===== src/rtl/booth_radix4_seq_mul.sv =====
// Sequential radix-4 Booth multiplier: one Booth digit per clock, accumulated
// into a 2*WIDTH-bit product, with valid/ready handshakes on both sides.

module booth_radix4_enc (
    input  logic [2:0] i_code,
    output logic       o_zero,
    output logic       o_one,
    output logic       o_two,
    output logic       o_neg1,
    output logic       o_neg2
);

    always_comb begin
        o_zero = 1'b0;
        o_one  = 1'b0;
        o_two  = 1'b0;
        o_neg1 = 1'b0;
        o_neg2 = 1'b0;
        unique case (i_code)
            3'b000, 3'b111: o_zero = 1'b1;
            3'b001, 3'b010: o_one  = 1'b1;
            3'b011:         o_two  = 1'b1;
            3'b100:         o_neg2 = 1'b1;
            default:        o_neg1 = 1'b1;
        endcase
    end

endmodule

module booth_radix4_seq_mul #(
    parameter int WIDTH = 16
) (
    input  logic                 clk,
    input  logic                 rst_n,
    input  logic                 in_valid,
    output logic                 in_ready,
    input  logic [WIDTH-1:0]     a,
    input  logic [WIDTH-1:0]     b,
    output logic                 out_valid,
    input  logic                 out_ready,
    output logic [2*WIDTH-1:0]   product,
    output logic                 busy
);

    localparam int N  = WIDTH / 2;
    localparam int PW = 2 * WIDTH;
    localparam int CW = (N > 1) ? $clog2(N) : 1;

    typedef enum logic [1:0] {
        S_IDLE = 2'd0,
        S_RUN  = 2'd1,
        S_DONE = 2'd2
    } state_t;

    state_t          r_state;
    state_t          w_state_next;
    logic [PW-1:0]   r_mcand;
    logic [WIDTH:0]  r_mreg;
    logic [PW-1:0]   r_acc;
    logic [CW-1:0]   r_cnt;
    logic [PW-1:0]   r_product;

    logic            w_zero;
    logic            w_one;
    logic            w_two;
    logic            w_neg1;
    logic            w_neg2;
    logic [PW-1:0]   w_mcand_x2;
    logic [PW-1:0]   w_pp;
    logic [CW:0]     w_shamt;
    logic [PW-1:0]   w_pp_shifted;
    logic [PW-1:0]   w_acc_next;
    logic            w_last;

    booth_radix4_enc u_enc (
        .i_code (r_mreg[2:0]),
        .o_zero (w_zero),
        .o_one  (w_one),
        .o_two  (w_two),
        .o_neg1 (w_neg1),
        .o_neg2 (w_neg2)
    );

    assign w_mcand_x2 = r_mcand << 1;

    // Negation wraps at PW bits; mcand*2 always fits since mcand is only WIDTH significant bits.
    always_comb begin
        w_pp = {PW{1'b0}};
        if (w_zero)
            w_pp = {PW{1'b0}};
        else if (w_one)
            w_pp = r_mcand;
        else if (w_two)
            w_pp = w_mcand_x2;
        else if (w_neg1)
            w_pp = {PW{1'b0}} - r_mcand;
        else if (w_neg2)
            w_pp = {PW{1'b0}} - w_mcand_x2;
    end

    assign w_shamt      = {r_cnt, 1'b0};
    assign w_pp_shifted = w_pp << w_shamt;
    assign w_acc_next   = r_acc + w_pp_shifted;
    assign w_last       = (r_cnt == CW'(N - 1));

    always_comb begin
        w_state_next = r_state;
        case (r_state)
            S_IDLE:  if (in_valid)  w_state_next = S_RUN;
            S_RUN:   if (w_last)    w_state_next = S_DONE;
            S_DONE:  if (out_ready) w_state_next = S_IDLE;
            default:                w_state_next = S_IDLE;
        endcase
    end

    always_ff @(posedge clk or negedge rst_n) begin
        if (!rst_n) begin
            r_state   <= S_IDLE;
            r_mcand   <= '0;
            r_mreg    <= '0;
            r_acc     <= '0;
            r_cnt     <= '0;
            r_product <= '0;
        end else begin
            r_state <= w_state_next;
            case (r_state)
                S_IDLE: begin
                    if (in_valid) begin
                        r_mcand <= {{WIDTH{a[WIDTH-1]}}, a};
                        r_mreg  <= {b, 1'b0};
                        r_acc   <= '0;
                        r_cnt   <= '0;
                    end
                end
                S_RUN: begin
                    r_acc  <= w_acc_next;
                    r_mreg <= {{2{r_mreg[WIDTH]}}, r_mreg[WIDTH:2]};
                    r_cnt  <= r_cnt + CW'(1);
                    // Only the finished sum reaches the output register.
                    if (w_last)
                        r_product <= w_acc_next;
                end
                default: ;
            endcase
        end
    end

    assign in_ready  = (r_state == S_IDLE);
    assign out_valid = (r_state == S_DONE);
    assign busy      = (r_state != S_IDLE);
    assign product   = r_product;

endmodule


===== config.mk =====
export PLATFORM = sky130hd
export DESIGN_NAME = booth_radix4_seq_mul
export DESIGN_NICKNAME = d
export VERILOG_FILES = /design/src/rtl/booth_radix4_seq_mul.sv
export SDC_FILE = /design/constraint.sdc
export NUM_CORES = 1
export LEC_CHECK = 0
export ABC_AREA = 1
export ABC_CLOCK_PERIOD_IN_PS = 7300
export BUFFER_PORTS_ARGS = -buffer_cell sky130_fd_sc_hd__buf_2
export CAP_MARGIN = 10
export CORE_ASPECT_RATIO = 0.7
export CORE_MARGIN = 2
export CORE_UTILIZATION = 65
export DETAILED_ROUTE_END_ITERATION = 8
export HOLD_SLACK_MARGIN = 0.12
export PLACE_DENSITY = 0.84
export SYNTH_ARGS = -nofsm -noshare
export SYNTH_HDL_FRONTEND = slang
export SYNTH_SLANG_ARGS = --single-unit

===== constraint.sdc =====
create_clock -name clk -period 7.3 [get_ports clk]
set_input_delay 1.095 -clock clk [delete_from_list [all_inputs] [get_ports clk]]
set_output_delay 1.095 -clock clk [all_outputs]
set_load 0.05 [all_outputs]

==> results of run 1 <==
[stage by stage]
stage               cells  cell area [um^2]
floorplan            1087              7400
global route         1294              8140
global placement     1278              7840
finish               1294              8140
detailed placement   1278              7840
CTS                  1294              8140
[state kept, by name (all words and copies together) (netlist names)]
| register | cells |
|---|---|
| r_mreg | 17 |
| r_cnt | 3 |
| r_acc | 32 |
| r_mcand | 16 |
| r_state | 2 |
| product | 32 |
[critical path, delay by kind of cell, from the launching register on]
family	cells	cell delay, ns
AOI/OAI and AO/OA	4	0.73
xor gates and xnor gates	1	0.34
adders and majority gates	1	0.33
DFF	1	0.43
and+or+nand+nor	13	2.18
[synth_stat cells, drive strengths merged (3+ instances only)]
| library cell | instances | area share |
|---|---|---|
| nand2 | 300 | 0.15 |
| nand3 | 170 | 0.11 |
| dfrtp | 102 | 0.34 |
| nor2 | 101 | 0.059 |
| inv | 94 | 0.048 |
| o21ai | 87 | 0.059 |
| a21oi | 59 | 0.040 |
| ha | 34 | 0.057 |
| clkbuf | 25 | 0.013 |
| nor3 | 22 | 0.015 |
| or2 | 14 | 0.012 |
| a221oi | 12 | 0.014 |
| buf | 12 | 0.0083 |
| xnor2 | 9 | 0.011 |
| o211ai | 8 | 0.0081 |
| xor2 | 8 | 0.0095 |
| nand3b | 6 | 0.0061 |
| nand4 | 6 | 0.0051 |
| a21o | 4 | 0.0041 |
| o21a | 3 | 0.0030 |
[cell families after synthesis]
family / Yosys count / share of synthesized area
AO/OA/AOI/OAI: 181 / 0.138
XOR/XNOR: 17 / 0.0201
buffers and inverters: 131 / 0.0690
AND/OR/NAND/NOR: 619 / 0.365
flip-flops: 102 / 0.345
adder cells (fa/ha/maj): 35 / 0.0602
multiplexers: 2 / 0.00304
[final cells by class]
type / instances / area [um^2]
Clock inverter: 6 / 62.6
Fill cell: 885 / 2910
Inverter: 94 / 355
Timing Repair Buffer: 75 / 390
Tap cell: 153 / 191
Sequential cell: 102 / 2550
Clock buffer: 10 / 239
Multi-Input combinational cell: 854 / 4350
[worst max-delay path by stage]
| stage | from | to | slack, ns | cells after the start |
|---|---|---|---|---|
| floorplan | r_mreg[1] | product[23] | 4.24 | 21 |
| global placement | r_mreg[0] | product[18] | 3.41 | 20 |
| detailed placement | r_mreg[0] | product[19] | 3.37 | 21 |
| CTS | r_mreg[0] | product[19] | 3.35 | 19 |
| global route | r_mreg[0] | r_acc[19] | 2.77 | 21 |
| finish | r_mreg[0] | product[19] | 3.15 | 19 |
[metal layers]
layer | up-vias | share of wire
li1 | 3745 | -
met4 | 0 | 0.022
met1 | 3524 | 0.46
met3 | 54 | 0.12
met2 | 493 | 0.40
met5 | - | 0
==> flow_summary.yaml, run 1 <==
floorplanning:
  die_w_um: 132
  num_rows: 32
  start_util: 0.670
  die_y_um: 93.3
  num_io_pins: 71
  core_area_um2: 11100
  die_area_um2: 12300
worst_hold_path:
  worstHoldStart: "product[31]"
  hold_path.class: "flip-flop to flip-flop"
  min_path_cells: 2
  min_to: "product[31]"
synthesis:
  netlist_area_um2: 7400
  syn_nets: 1158
  ys_seq_area_frac: 0.345
  yosys_warnings: 0
  ys_ff_latch: 102
  synth-main-ff-cell: "dfrtp_1"
  syn_avg_cell_area_um2: 6.81
  synth.distinct_cells: 42
  syn_inst: 1087
  synthArstFlopShare: 1.00
  synth_edf_count: 0
route:
  drtIter0Drc: 1016
  wire_per_inst_um: 16.6
  viasPerCell: 6.04
  num_vias: 7816
  drc_errors: 0
  drt-total-wl_mm: 21.4
  drtPass1Iterations: 7
  ant_nets: 0
placement:
  dp_hpwl_mm: 15.8
  gp_congestion: 0.962
  io_buffer_count: 70
  pre_cts_ws_ns: 3.37
critical_path:
  r2r-end: "product[19]"
  r2r_slack_ns: 3.15
  crit_arrival_ns: 4.36
  worstPathMaxFanout: 17
  path_cells: "nand2_1 > nand2_2 > nor2_4 > nand3_1 > o2111ai_1 > nand3_1 > nand3_1 > nand2_1 > nor2_1 > ha_1 > a21oi_1 > a21boi_0 > nand2_1 > nand2_1 > nand2_1 > nand2_1 > nand2_1 > xnor2_1 > o21ai_0"
  rr_worst_depth: 19
  worstSetupStartpointType: "flip-flop"
  worst_path_max_delay_cell: "dfrtp_1"
  rr_startpoint: "r_mreg[0]"
  required_ns: 7.51
  worstSetupPathType: "flip-flop to flip-flop"
  end_kind: "flip-flop"
  cp_common_cell: "nand2_1"
  crit_path_max_incr_delay_ns: 0.43
outcome:
  status: "finished clean"
global_routing:
  grt.busiest_layer: "met1"
  grt_start_max_net_pins: 56
  use_met3: 0.0835
  antenna_found_initial: 0
  grt_overflow: 0
  grt_first_pass_wirelength_mm: 35.5
  grt_pass1_vias: 6989
  met1_usage: 0.553
  use_met2: 0.520
  gr-usage-all-layers: 0.364
cts:
  cts_tree: "built"
  cts_setup_buffers: 0
  cts_max_level: 3
  cts_sinks: 102
  cts_resized: 0
  insertion_delay_ns: 0.36
  clock_tree.buffer_depth: 2
  cts-root-buf: "clkbuf_16"
  numCtsBuffers: 9
  cts.clk_slew.worst_paths_ns: 0.08
  cts_hold_buf: 0
sta:
  relSlewSlack: 0.423
  skew_ns: 0.0111
  rsz0062_at_grt: "no"
  worst_pin_slew_ns: 0.864
  hold_ws_ns: 0.478
  setup_tns_ns: 0
  period_share: 0.568
  fin_ws_ns: 3.15
  fin_crit_ns: 4.15
  final_max_slew_viol_count: 0
  fmax_mhz: 241
  finalHoldViolations: 0
  setup_violations: 0
layout:
  syn2layout_area_growth_pct: 9.94
  final_cell_mix: "298 x nand2_1, 170 x nand3_1, 102 x dfrtp_1, 94 x nor2_1, 88 x inv_1"
  n_antenna_cell: 0
  nNetsFinal: 1207
  drive_above_1_share: 0.106
  final_common_cell: "nand2_1"
  postLayoutCoreUtil: 0.736
job:
  cap_viol_max_count: 0
Power of run 1 is left out: the tool's default activity adds up to more than one toggle a clock period on the data nets, which glitch-free logic cannot reach.
==> run 2, diff against run 1 <==
--- a/config.mk
+++ b/config.mk
@@ -6,15 +6,15 @@
 export NUM_CORES = 1
 export LEC_CHECK = 0
 export ABC_AREA = 1
-export ABC_CLOCK_PERIOD_IN_PS = 7300
+export ABC_CLOCK_PERIOD_IN_PS = 3600
 export BUFFER_PORTS_ARGS = -buffer_cell sky130_fd_sc_hd__buf_2
 export CAP_MARGIN = 10
 export CORE_ASPECT_RATIO = 0.7
 export CORE_MARGIN = 2
-export CORE_UTILIZATION = 65
+export CORE_UTILIZATION = 55
 export DETAILED_ROUTE_END_ITERATION = 8
 export HOLD_SLACK_MARGIN = 0.12
-export PLACE_DENSITY = 0.84
+export PLACE_DENSITY = 0.76
 export SYNTH_ARGS = -nofsm -noshare
 export SYNTH_HDL_FRONTEND = slang
 export SYNTH_SLANG_ARGS = --single-unit
==> constraint.sdc (replaced) <==
create_clock -name clk -period 3.6 [get_ports clk]
set_input_delay 0.54 -clock clk [delete_from_list [all_inputs] [get_ports clk]]
set_output_delay 0.54 -clock clk [all_outputs]
set_load 0.05 [all_outputs]
==> flow_summary.yaml, run 2 (synthesis gave the netlist of run 1 again) <==
critical_path:
  worstPathMaxFanout: 5
  path_cells: "inv_2 > ha_4 > inv_1 > nor2_2 > nand2_1 > nand2_1 > nand3_1 > nand3_1 > nand3_1 > nand3_1 > nand2_1 > a21oi_1 > ha_1 > a21oi_1 > o21ai_0 > a21oi_1 > nand3_2 > or2_2 > nand3_1 > nand2_1"
  crit_path_max_incr_delay_ns: 0.39
  required_ns: 3.84
  cp_common_cell: "nand3_1"
  worstSetupStartpointType: "flip-flop"
  worst_path_max_delay_cell: "dfrtp_1"
  worstSetupPathType: "flip-flop to flip-flop"
  crit_arrival_ns: 3.81
  critPathTopFamily: "simple AND/OR/NAND/NOR gates"
  end_kind: "flip-flop"
  critPathBufInv: 2
  r2r_slack_ns: 0.03
floorplanning:
  die_area_um2: 14400
  core_area_um2: 13100
  die_w_um: 143
  num_rows: 35
  start_util: 0.563
  num_io_pins: 71
  die_y_um: 101
layout:
  syn2layout_area_growth_pct: 24.1
  final_common_cell: "nand2_1"
  final_cells: 1369
  final_cell_mix: "278 x nand2_1, 157 x nand3_1, 99 x dfrtp_1, 85 x inv_1, 69 x buf_2"
  n_antenna_cell: 0
  drive_above_1_share: 0.244
  postLayoutCoreUtil: 0.699
  nNetsFinal: 1269
outcome:
  status: "finished clean"
global_routing:
  grt_pass1_vias: 6951
  grt_start_max_net_pins: 55
  antenna_found_initial: 0
  grt.busiest_layer: "met1"
  grt_first_pass_wirelength_mm: 35.5
  met1_usage: 0.486
  use_met3: 0.0698
  use_met2: 0.443
  grt_overflow: 0
  gr-usage-all-layers: 0.311
sta:
  fmax_mhz: 280
  rsz0062_at_grt: "yes"
  fin_ws_ns: 0.0321
  setup_tns_ns: 0
  period_share: 0.991
  final_max_slew_viol_count: 0
  setup_violations: 0
  skew_ns: 0.0176
  fin_crit_ns: 3.57
  worst_pin_slew_ns: 0.879
  finalHoldViolations: 0
  relSlewSlack: 0.413
route:
  num_vias: 8000
  drt-total-wl_mm: 22.5
  drc_errors: 0
  drtPass1Iterations: 6
  wire_per_inst_um: 16.4
  drtIter0Drc: 740
  viasPerCell: 5.84
  ant_nets: 0
worst_hold_path:
  hold_path.class: "input port to async pin"
cts:
  insertion_delay_ns: 0.36
  cts_tree: "built"
  cts_sinks: 102
  clock_tree.buffer_depth: 2
  cts_max_level: 3
  cts.clk_slew.worst_paths_ns: 0.08
  cts-root-buf: "clkbuf_16"
  numCtsBuffers: 9
placement:
  dp_hpwl_mm: 16.2
  io_buffer_count: 70
  pre_cts_ws_ns: -0.139
  dp_cells: 1340
  gp_congestion: 0.935
job:
  cap_viol_max_count: 0
-- run 2: cell count changes in the layout (fill, tap and decap cells not counted), sizes merged --
cell,delta
buf,+62
clkinv,-3
inv,+3
-- run 2: layout make-up --
class / instances / area, um^2
clock buffers: 10 / 229
flip-flops and latches: 102 / 2560
well taps: 166 / 208
multi-input cells: 854 / 4880
repair buffers: 137 / 897
inverters: 94 / 355
clock inverters: 6 / 57.6
fillers: 1125 / 3950
-- run 2: timing repair --
action | 4_1_cts | 5_1_grt
pin swaps | 1 | 24
buffers inserted | 0 | 13
setup endpoints to repair | 20 | 48
resized for setup | 10 | 134
hold buffers | 0 | 0
-- run 2: worst paths after layout --
check	start	to	cells past startpoint
max reg2reg	r_mcand[0]	product[24]	20
min	rst_n	r_mreg[11]	1
max in group asynchronous	rst_n	r_acc[25]	2
min in group clk	out_ready	r_state[1]	2
min reg2reg	product[2]	product[2]	2
max	r_mcand[0]	product[24]	20
-- run 2: per-stage QoR --
stage / instance area, um^2 / hold WS (ns)
global route: 9190 / 0.269
detailed placement: 8260 / 0.453
floorplan: 7400 / 0.244
global placement: 8260 / 0.451
CTS: 8570 / 0.245
finish: 9190 / 0.207
-- run 2: routing by layer --
layer / vias up / wire length [um]
li1: 3874 / -
met3: 24 / 2130
met5: - / 0
met1: 3713 / 10600
met4: 0 / 232
met2: 389 / 9550
Power of run 2 is left out for the same reason.
==> run 3, diff against run 2 <==
--- a/config.mk
+++ b/config.mk
@@ -5,7 +5,6 @@
 export SDC_FILE = /design/constraint.sdc
 export NUM_CORES = 1
 export LEC_CHECK = 0
-export ABC_AREA = 1
 export ABC_CLOCK_PERIOD_IN_PS = 3600
 export BUFFER_PORTS_ARGS = -buffer_cell sky130_fd_sc_hd__buf_2
 export CAP_MARGIN = 10
==> flow_summary.yaml, run 3 <==
worst_hold_path:
  min_to: "r_state[1]"
  min_path_cells: 2
  hold_path.class: "input port to flip-flop"
  worstHoldStart: "out_ready"
sta:
  skew_ns: 0.0109
  hold_ws_ns: 0.364
  finalHoldViolations: 0
  worst_pin_slew_ns: 1.03
  fin_ws_ns: -1.74
  final_max_slew_viol_count: 0
  period_share: 1.48
  fin_crit_ns: 5.34
  relSlewSlack: 0.313
  fmax_mhz: 187
  rsz0062_at_grt: "yes"
  setup_violations: 52
synthesis:
  yosys_warnings: 0
  synth-main-ff-cell: "dfrtp_1"
  yosys.area.top_type_share: 0.348
  ys_seq_area_frac: 0.348
  ys_ff_latch: 102
  synth.largest_area_cell: "dfrtp_1"
  ys_top_cells_by_area: "dfrtp_1 35%, nand2_1 8.4%, o21ai_0 7.6%, ha_1 5.8%, a21oi_1 4.4%"
  synth.distinct_cells: 68
  yosysMostFrequentCell: "nand2_1"
  syn_inst: 923
  syn_nets: 994
  netlist_area_um2: 7330
  synthArstFlopShare: 1.00
  syn_avg_cell_area_um2: 7.94
  synth_edf_count: 0
  netlist_top_cells_count: "165 x nand2_1, 111 x o21ai_0, 102 x dfrtp_1"
floorplanning:
  core_area_um2: 13100
  start_util: 0.560
  die_area_um2: 14300
  num_io_pins: 71
  die_w_um: 142
  die_y_um: 101
  num_rows: 35
layout:
  syn2layout_area_growth_pct: 46.7
  nFillCells: 766
  final_cell_mix: "241 x buf_4, 164 x nand2_1, 102 x dfrtp_1, 69 x buf_2, 59 x nor2_1"
  final_common_cell: "buf_4"
  drive_above_1_share: 0.406
  final_cells: 1363
  nNetsFinal: 1262
  multiInputGateArea_um2: 5270
  regArea_um2: 2550
route:
  viasPerCell: 6.13
  drtIter0Drc: 690
  drc_errors: 0
  drt-total-wl_mm: 27.1
  num_vias: 8357
  drtPass1Iterations: 5
  wire_per_inst_um: 19.9
  ant_nets: 0
critical_path:
  crit_arrival_ns: 5.55
  r2r-end: "product[30]"
  end_kind: "flip-flop"
  worstSetupStartpointType: "flip-flop"
  worst_path_max_delay_cell: "or4_4"
  worstSetupPathType: "flip-flop to flip-flop"
  worstPathMaxFanout: 5
  cp-startpoint: "r_mcand[3]"
  crit_path_max_incr_delay_ns: 0.59
  rr_worst_depth: 18
  rr_startpoint: "r_mcand[3]"
  r2r_slack_ns: -1.74
  path_cells: "or4_4 > or4_4 > a311oi_2 > o21bai_1 > o311ai_2 > buf_4 > mux4_2 > mux2i_1 > ha_1 > a21oi_2 > o221ai_2 > a21o_1 > a31o_4 > a31oi_4 > o31a_1 > o311ai_2 > xnor2_1 > o21ai_1"
  required_ns: 3.81
job:
  cap_viol_max_count: 0
outcome:
  status: "finished, violations left"
  violations: "setup timing"
placement:
  gp_congestion: 0.970
  io_buffer_count: 70
  dp_hpwl_mm: 17.0
  dp_cells: 1312
cts:
  numCtsBuffers: 9
  clock_tree.buffer_depth: 2
  cts_tree: "built"
  cts_sinks: 102
  cts_max_level: 3
  cts-root-buf: "clkbuf_16"
  cts.clk_slew.worst_paths_ns: 0.09
  insertion_delay_ns: 0.36
global_routing:
  grt_start_max_net_pins: 48
  grt_overflow: 0
  grt_first_pass_wirelength_mm: 38.8
  grt_pass1_vias: 7578
  gr-usage-all-layers: 0.344
  antenna_found_initial: 0
==> run 3: cell count changes in the layout (fill, tap and decap cells not counted), moves of 20 or more <==
cell | before | now
buf_4 | 64 | 241
nand2_2 | 21 | 1
nand2_1 | 278 | 164
a31oi_1 | 0 | 22
inv_1 | 85 | 20
nand3_1 | 157 | 23
o21ai_1 | 12 | 56
==> run 3: per-layer routing <==
layer	vias to the layer above	GRT usage	wire length, um
met1	3997	0.493	11600
met4	0	0.0846	1090
met5	-	0	0
li1	3835	-	-
met3	105	0.0751	2400
met2	420	0.535	12100
==> run 3: through the flow <==
step | utilization | setup WS (ns) | setup TNS, ns | cell area [um^2]
after floorplan | - | -1.28 | -35.80 | 7560
after global placement | 0.725 | -1.48 | -50.25 | 9500
after detailed placement | 0.725 | -1.54 | -54.11 | 9500
after CTS | 0.786 | -1.41 | -48.95 | 10300
after global routing | 0.821 | -1.82 | -66.08 | 10700
final | 0.821 | -1.74 | -58.78 | 10700
==> run 3: layout make-up <==
type,instances,share of cell area
Multi-Input combinational cell,729,0.490
Sequential cell,102,0.237
Timing Repair Buffer,325,0.216
Clock buffer,10,0.0222
Tap cell,166,0.0193
Inverter,24,0.00838
Clock inverter,6,0.00594
Antenna cell,1,0.000233
==> run 3: worst max-delay path, delay by kind of cell (launching register included) <==
kind | cells | cell delay [ns]
xor+xnor | 1 | 0.29
fa+ha+maj | 1 | 0.31
simple gates | 2 | 1.16
flops | 1 | 0.41
compound gates | 11 | 2.21
buf+inv | 1 | 0.17
mux | 2 | 0.64
==> run 3: worst max path at each step <==
stage	end	slack, ns	depth (start not counted)
6_report	product[30]	-1.74	18
5_1_grt	product[30]	-1.82	22
4_1_cts	product[31]	-1.41	18
3_5_place_dp	product[31]	-1.54	21
3_3_place_gp	product[31]	-1.48	21
2_1_floorplan	product[31]	-1.28	22
==> run 3: cell families after synthesis <==
logic type	after synthesis	synth area share
AOI/OAI and AO/OA	291	0.237
xor gates and xnor gates	42	0.0512
adders and majority gates	39	0.0662
buffers and inverters	92	0.0498
DFF	102	0.348
muxes	30	0.0493
and+or+nand+nor	327	0.198
==> run 3: timing repair <==
action | 4_1_cts | 5_1_grt
buffers inserted | 20 | 14
hold buffers | 1 | 0
endpoints found under the setup margin | 54 | 54
resized for setup | 81 | 73
pin swaps | 63 | 51
hold endpoints to repair | 21 | 0
Power of run 3 is left out for the same reason.
